`src/rtl/dcw_config_seq_if.sv`:
```
`default_nettype none
// ============================================================================
//  Module      : dcw_config_seq_if
//  Description : Request/response bundle between a configuration requester
//                and the data-channel-wrapper configuration sequencer.
//  Revision    : 1.0 - initial release
// ============================================================================
interface dcw_config_seq_if;
    logic        cfg_valid;
    logic        cfg_ready;
    logic [2:0]  cfg_width;
    logic [2:0]  cfg_width_alt;
    logic        cfg_use_alt;
    logic [24:0] cfg_clk_val;
    logic        abort;
    logic [2:0]  ctrl_sig;
    logic [2:0]  val;
    logic [2:0]  val1;
    logic [24:0] wanted_cl_val;
    logic [24:0] earlier_cl_val;
    logic        busy;
    logic        done;
    logic        err;

    modport master (
        output cfg_valid, cfg_width, cfg_width_alt, cfg_use_alt, cfg_clk_val, abort,
        input  cfg_ready, ctrl_sig, val, val1, wanted_cl_val, earlier_cl_val,
               busy, done, err
    );

    modport slave (
        input  cfg_valid, cfg_width, cfg_width_alt, cfg_use_alt, cfg_clk_val, abort,
        output cfg_ready, ctrl_sig, val, val1, wanted_cl_val, earlier_cl_val,
               busy, done, err
    );
endinterface
`default_nettype wire

```
`src/rtl/dcw_config_seq.sv`:
```
`default_nettype none
// ============================================================================
//  Module      : dcw_config_seq
//  Description : Sequences a datawidth / reference-clock change on the data
//                channel wrapper: reset, release, optional alt phase, done.
//  Revision    : 1.0 - initial release
// ============================================================================
module dcw_config_seq #(
    parameter int unsigned RESET_CYCLES  = 16,
    parameter int unsigned SETTLE_CYCLES = 8
) (
    input  wire logic          clock,
    input  wire logic          rst_n,
    dcw_config_seq_if.slave    bus
);

    typedef enum logic [2:0] {
        S_IDLE = 3'd0,
        S_RST  = 3'd1,
        S_REL  = 3'd2,
        S_ALT  = 3'd3,
        S_FIN  = 3'd4
    } state_t;

    localparam logic [7:0] c_RST_LAST    = 8'(RESET_CYCLES - 1);
    localparam logic [7:0] c_SETTLE_LAST = 8'(SETTLE_CYCLES - 1);
    localparam logic [2:0] c_CTRL_RST    = 3'd1;
    localparam logic [2:0] c_CTRL_REL    = 3'd2;
    localparam logic [2:0] c_CTRL_ALT    = 3'd3;

    state_t      r_state, w_state;
    logic [7:0]  r_cnt, w_cnt;
    logic        r_use_alt, w_use_alt;
    logic [2:0]  r_ctrl_sig, w_ctrl_sig;
    logic [2:0]  r_val, w_val;
    logic [2:0]  r_val1, w_val1;
    logic [24:0] r_wanted, w_wanted;
    logic [24:0] r_earlier, w_earlier;
    logic        r_busy, r_done, r_err, r_ready;
    logic        w_err;
    logic        w_bad;

    // Width codes 1..4 are the only ones the wrapper understands.
    always_comb begin
        w_bad = (bus.cfg_width == 3'd0) || (bus.cfg_width > 3'd4) ||
                (bus.cfg_use_alt &&
                 ((bus.cfg_width_alt == 3'd0) || (bus.cfg_width_alt > 3'd4)));
    end

    always_comb begin
        w_state   = r_state;
        w_cnt     = r_cnt;
        w_use_alt = r_use_alt;
        w_val     = r_val;
        w_val1    = r_val1;
        w_wanted  = r_wanted;
        w_earlier = r_earlier;
        w_err     = 1'b0;

        unique case (r_state)
            S_IDLE: begin
                if (bus.cfg_valid) begin
                    if (w_bad) begin
                        w_err = 1'b1;
                    end else begin
                        w_val     = bus.cfg_width;
                        w_val1    = bus.cfg_width_alt;
                        w_use_alt = bus.cfg_use_alt;
                        w_earlier = r_wanted;
                        w_wanted  = bus.cfg_clk_val;
                        w_cnt     = 8'd0;
                        w_state   = S_RST;
                    end
                end
            end
            S_RST: begin
                if (bus.abort) begin
                    w_cnt   = 8'd0;
                    w_state = S_RST;
                end else if (r_cnt == c_RST_LAST) begin
                    w_cnt   = 8'd0;
                    w_state = S_REL;
                end else begin
                    w_cnt = r_cnt + 8'd1;
                end
            end
            S_REL: begin
                if (bus.abort) begin
                    w_cnt   = 8'd0;
                    w_state = S_RST;
                end else if (r_cnt == c_SETTLE_LAST) begin
                    w_cnt   = 8'd0;
                    w_state = r_use_alt ? S_ALT : S_FIN;
                end else begin
                    w_cnt = r_cnt + 8'd1;
                end
            end
            S_ALT: begin
                if (bus.abort) begin
                    w_cnt   = 8'd0;
                    w_state = S_RST;
                end else if (r_cnt == c_SETTLE_LAST) begin
                    w_cnt   = 8'd0;
                    w_state = S_FIN;
                end else begin
                    w_cnt = r_cnt + 8'd1;
                end
            end
            S_FIN: begin
                w_cnt   = 8'd0;
                w_state = S_IDLE;
            end
            default: begin
                w_cnt   = 8'd0;
                w_state = S_IDLE;
            end
        endcase

        // ctrl_sig follows the state being entered; IDLE and FIN keep the last command.
        unique case (w_state)
            S_RST:   w_ctrl_sig = c_CTRL_RST;
            S_REL:   w_ctrl_sig = c_CTRL_REL;
            S_ALT:   w_ctrl_sig = c_CTRL_ALT;
            default: w_ctrl_sig = r_ctrl_sig;
        endcase
    end

    always_ff @(posedge clock or negedge rst_n) begin
        if (!rst_n) begin
            r_state    <= S_IDLE;
            r_cnt      <= 8'd0;
            r_use_alt  <= 1'b0;
            r_ctrl_sig <= c_CTRL_RST;
            r_val      <= 3'd0;
            r_val1     <= 3'd0;
            r_wanted   <= 25'd0;
            r_earlier  <= 25'd0;
            r_busy     <= 1'b0;
            r_done     <= 1'b0;
            r_err      <= 1'b0;
            r_ready    <= 1'b1;
        end else begin
            r_state    <= w_state;
            r_cnt      <= w_cnt;
            r_use_alt  <= w_use_alt;
            r_ctrl_sig <= w_ctrl_sig;
            r_val      <= w_val;
            r_val1     <= w_val1;
            r_wanted   <= w_wanted;
            r_earlier  <= w_earlier;
            r_busy     <= (w_state != S_IDLE);
            r_done     <= (w_state == S_FIN);
            r_err      <= w_err;
            r_ready    <= (w_state == S_IDLE);
        end
    end

    assign bus.cfg_ready      = r_ready;
    assign bus.ctrl_sig       = r_ctrl_sig;
    assign bus.val            = r_val;
    assign bus.val1           = r_val1;
    assign bus.wanted_cl_val  = r_wanted;
    assign bus.earlier_cl_val = r_earlier;
    assign bus.busy           = r_busy;
    assign bus.done           = r_done;
    assign bus.err            = r_err;

endmodule
`default_nettype wire

```
`src/flat_wrapper.sv`:
```
// flat-port wrapper written by rule: the top's interface ports become plain ports
module dcw_config_seq_flat 
#(
    parameter int unsigned RESET_CYCLES  = 16,
    parameter int unsigned SETTLE_CYCLES = 8
)
  (clock, rst_n, bus_cfg_valid, bus_cfg_width, bus_cfg_width_alt, bus_cfg_use_alt, bus_cfg_clk_val, bus_abort, bus_cfg_ready, bus_ctrl_sig, bus_val, bus_val1, bus_wanted_cl_val, bus_earlier_cl_val, bus_busy, bus_done, bus_err);
  dcw_config_seq_if bus_i ();
  input  wire logic clock;
  input  wire logic rst_n;
  input wire logic [$bits(bus_i.cfg_valid)-1:0] bus_cfg_valid;
  input wire logic [$bits(bus_i.cfg_width)-1:0] bus_cfg_width;
  input wire logic [$bits(bus_i.cfg_width_alt)-1:0] bus_cfg_width_alt;
  input wire logic [$bits(bus_i.cfg_use_alt)-1:0] bus_cfg_use_alt;
  input wire logic [$bits(bus_i.cfg_clk_val)-1:0] bus_cfg_clk_val;
  input wire logic [$bits(bus_i.abort)-1:0] bus_abort;
  output wire logic [$bits(bus_i.cfg_ready)-1:0] bus_cfg_ready;
  output wire logic [$bits(bus_i.ctrl_sig)-1:0] bus_ctrl_sig;
  output wire logic [$bits(bus_i.val)-1:0] bus_val;
  output wire logic [$bits(bus_i.val1)-1:0] bus_val1;
  output wire logic [$bits(bus_i.wanted_cl_val)-1:0] bus_wanted_cl_val;
  output wire logic [$bits(bus_i.earlier_cl_val)-1:0] bus_earlier_cl_val;
  output wire logic [$bits(bus_i.busy)-1:0] bus_busy;
  output wire logic [$bits(bus_i.done)-1:0] bus_done;
  output wire logic [$bits(bus_i.err)-1:0] bus_err;
  assign bus_i.cfg_valid = bus_cfg_valid;
  assign bus_i.cfg_width = bus_cfg_width;
  assign bus_i.cfg_width_alt = bus_cfg_width_alt;
  assign bus_i.cfg_use_alt = bus_cfg_use_alt;
  assign bus_i.cfg_clk_val = bus_cfg_clk_val;
  assign bus_i.abort = bus_abort;
  assign bus_cfg_ready = bus_i.cfg_ready;
  assign bus_ctrl_sig = bus_i.ctrl_sig;
  assign bus_val = bus_i.val;
  assign bus_val1 = bus_i.val1;
  assign bus_wanted_cl_val = bus_i.wanted_cl_val;
  assign bus_earlier_cl_val = bus_i.earlier_cl_val;
  assign bus_busy = bus_i.busy;
  assign bus_done = bus_i.done;
  assign bus_err = bus_i.err;
  dcw_config_seq #(.RESET_CYCLES(RESET_CYCLES), .SETTLE_CYCLES(SETTLE_CYCLES)) u_core (.clock(clock), .rst_n(rst_n), .bus(bus_i));
endmodule
```
`config.mk`:
```
export PLATFORM = sky130hd
export DESIGN_NAME = dcw_config_seq_flat
export DESIGN_NICKNAME = d
export VERILOG_FILES = /design/src/rtl/dcw_config_seq_if.sv /design/src/rtl/dcw_config_seq.sv /design/src/flat_wrapper.sv
export SDC_FILE = /design/constraint.sdc
export NUM_CORES = 1
export LEC_CHECK = 0
export CAP_MARGIN = 10
export CORE_AREA = 2 2 85 87
export DETAILED_ROUTE_END_ITERATION = 10
export DIE_AREA = 0 0 87 89
export PLACE_DENSITY_LB_ADDON = 0.15
export SLEW_MARGIN = 20
export SYNTH_ARGS = -nofsm -noshare
export SYNTH_HDL_FRONTEND = slang
export SYNTH_SLANG_ARGS = --single-unit
```
`constraint.sdc`:
```
create_clock -name clock -period 3 [get_ports clock]
set_clock_uncertainty 0.2 [all_clocks]
set_input_delay 0.6 -clock clock [delete_from_list [all_inputs] [get_ports clock]]
set_output_delay 0.6 -clock clock [all_outputs]
set_load 0.02 [all_outputs]
```
==> qor.yml <==
run_status:
  outcome: "completed"
placement:
  portBuffers: 97
  gp_congestion: 0.778
  dp_slack_ps: 174
  dpl_cell_area_um2: 4130
  dp_hpwl_um: 4260
yosys:
  syn_nets: 257
  ys_warn_count: 0
  async_reset_ff_share_pct: 100
  synth-edff-count: 0
  synth_cell_types: 46
  synth.cell_area_um2: 3070
  synth-main-ff-cell: "dfrtp_1"
  avgSynthCellArea_um2: 13.9
  synth_cells: 220
  ys_ff_latch: 74
  synth-seq-area-share_pct: 60.5
power_and_ir_drop:
  leakage_nw: 1.89
  combPwrFrac_pct: 17.9
  power_frac_clock_pct: 34.4
  seq_power_share_pct: 47.7
  p_per_area_nw_per_um2: 552
  internal-power_w: 0.00179
  peakVddDrop_v: 0.000287
  switching_share_pct: 25.4
  p_switching_w: 0.000610
worst_setup_path:
  reg2reg_slack_ps: 700
  timing.rr.start: "u_core.r_cnt[5]"
  arrival_ps: 2460
  r2r_cells: 4
  crit_path_end_kind: "flip-flop"
  path_delay_family: "simple AND/OR/NAND/NOR gates"
  critPathSlowestCell: "or4b_1"
  cp_cell_sequence: "clkdlybuf4s50_1 -> or4b_1 -> nand4_1 -> nor2_4 -> or4_1"
  reg2reg_to: "u_core.bus.ctrl_sig[1]"
  cp-start-kind: "primary input"
  slowest_delay_ps: 540
  path_buf_inv: 1
  crit_fanout: 10
  crit_required_ps: 3010
  critical_path_class: "primary input to flip-flop"
grt:
  track_usage_pct: 16.8
  grt_pass1_wl_um: 10000
  grt_antenna_before_repair: 0
  grt-ovfl-total: 0
  grt_max_degree: 75
  grt_pass1_vias: 2126
detailed_routing:
  drt_iter0_drc: 192
  viasPerCell: 5.23
  avgRoutedWirePerCell_um: 15.1
  ant_nets: 0
  wirelength_um: 6160
  drc: 0
  num_vias: 2129
  firstDrtPassIters: 4
clock_network:
  cts_max_path_buffers: 2
  cts_made_buffers: 9
  cts_tree: "done"
  clk_pin_slew_ps: 70
  insertion_delay_ps: 340
  postCtsHoldBufs: 0
  h-tree-depth: 3
  ctsResizeCount: 0
  cts_num_sinks: 74
  root_buffer: "clkbuf_8"
  post_cts_buffers: 0
cells_and_area:
  diodes: 0
  nNetsFinal: 359
  drive_above_1_share_pct: 26.3
  stdcell_area_um2: 4340
  syn_to_final_growth_pct: 41.6
  final_cell_mix: "96 x clkdlybuf4s50_1, 72 x dfrtp_1, 57 x mux2_2"
  layout_commonest_cell: "clkdlybuf4s50_1"
floorplan:
  start_util_pct: 45.6
  core_um2: 6720
  io-pin-count: 99
  die_x_um: 87
  dieArea_um2: 7740
  chipHeight_um: 89
  rows: 30
sta:
  relSlewSlack_pct: 38.6
  period_share_pct: 81.7
  hold_violations: 0
  tns_ps: 0
  rsz0062_at_grt: "no"
  max_freq_ghz: 0.408
  whs_ps: 176
  finalCriticalPeriod_ps: 2450
  tightest_slew_ps: 921
  drv_slew: 0
  setup_violations: 0
  worst_slack_ps: 549
run:
  cap_viol_max_count: 0
min_path:
  hold_class: "primary input to async pin"
final cells by class:
cell class | count | area [µm²]
clock buffers | 11 | 131
clock inverters | 5 | 78.8
repair buffers | 100 | 1020
multi-input cells | 128 | 1130
well taps | 80 | 100
flip-flops and latches | 74 | 1850
fillers | 520 | 2380
inverters | 9 | 33.8
synth_stat cells, types with 2 or more instances:
cell type,instances,area [µm²]
a31oi_1,2,12.5
and3_1,3,18.8
buf_2,6,30.0
buf_4,2,15.0
dfrtp_1,72,1800
dfstp_2,2,52.6
inv_1,9,33.8
mux2_2,57,642
nand2_1,8,30.0
nand3_1,3,15.0
nor2_1,2,7.51
nor2_2,2,12.5
nor3_1,4,20.0
nor4_1,3,18.8
o211ai_1,2,15.0
o21ai_0,9,45.0
o221ai_1,4,35.0
or3_1,2,12.5
sequential cells by signal, indices dropped and copies added, names as in the netlist:
name	flops
u_core.bus.busy	1
u_core.bus.cfg_ready	1
u_core.bus.ctrl_sig	2
u_core.bus.done	1
u_core.bus.earlier_cl_val	25
u_core.bus.err	1
u_core.bus.val	3
u_core.bus.val1	3
u_core.bus.wanted_cl_val	25
u_core.r_cnt	8
u_core.r_state	3
u_core.r_use_alt	1
worst reg2reg max path, cell delays in order (launching register included):
cell	delay (ps)
dfrtp_1	440
or4_4	610
a2111oi_1	590
o21a_2	270
o31ai_1	70
how the worst max path moves through the flow:
stage,startpoint,to,slack (ps),cells past startpoint
finish,bus_cfg_width_alt[1],u_core.bus.busy,550,5
global route,bus_cfg_width_alt[1],u_core.bus.earlier_cl_val[19],500,6
CTS,bus_cfg_width_alt[1],u_core.bus.busy,540,5
detailed placement,bus_cfg_width_alt[1],u_core.bus.busy,170,5
global placement,bus_cfg_width_alt[1],u_core.bus.wanted_cl_val[10],220,6
floorplan,bus_cfg_width_alt[1],u_core.r_state[0],810,5
power by group through the flow:
stage / registers, W / logic (W) / clock network [W]
after global routing: 0.00116 / 0.000457 / 0.000889
final: 0.00114 / 0.000428 / 0.000825
after global placement: 0.00116 / 0.000429 / 0
after CTS: 0.00114 / 0.000435 / 0.000844
after floorplan: 0.00125 / 0.0000940 / 0
after detailed placement: 0.00116 / 0.000432 / 0
through the flow:
step,cells,total power (W),utilization [%]
floorplan,220,0.00135,-
global placement,391,0.00159,61.5
detailed placement,391,0.00160,61.5
CTS,407,0.00242,64.6
global route,407,0.00250,64.6
finish,407,0.00240,64.6
routing by layer:
metal | routed length [µm] | vias to the layer above | track usage, %
met5 | 0 | - | 0
met4 | 81 | 0 | 6.11
met3 | 529 | 7 | 8.03
met2 | 2890 | 75 | 24.8
met1 | 2660 | 1035 | 21.5
li1 | - | 1012 | -
kinds of logic (layout without fill, tap and decap cells):
kind of cell / Yosys count / count (layout) / share of synthesized area, %
flops: 74 / 74 / 60.5
mux: 58 / 58 / 21.3
simple gates: 36 / 36 / 6.81
compound gates: 31 / 31 / 7.71
buf+inv: 18 / 125 / 2.94
fa+ha+maj: 1 / 1 / 0.408
other cells: 1 / 1 / 0.122
xor+xnor: 1 / 1 / 0.286
(Power assumes the default switching activity.)
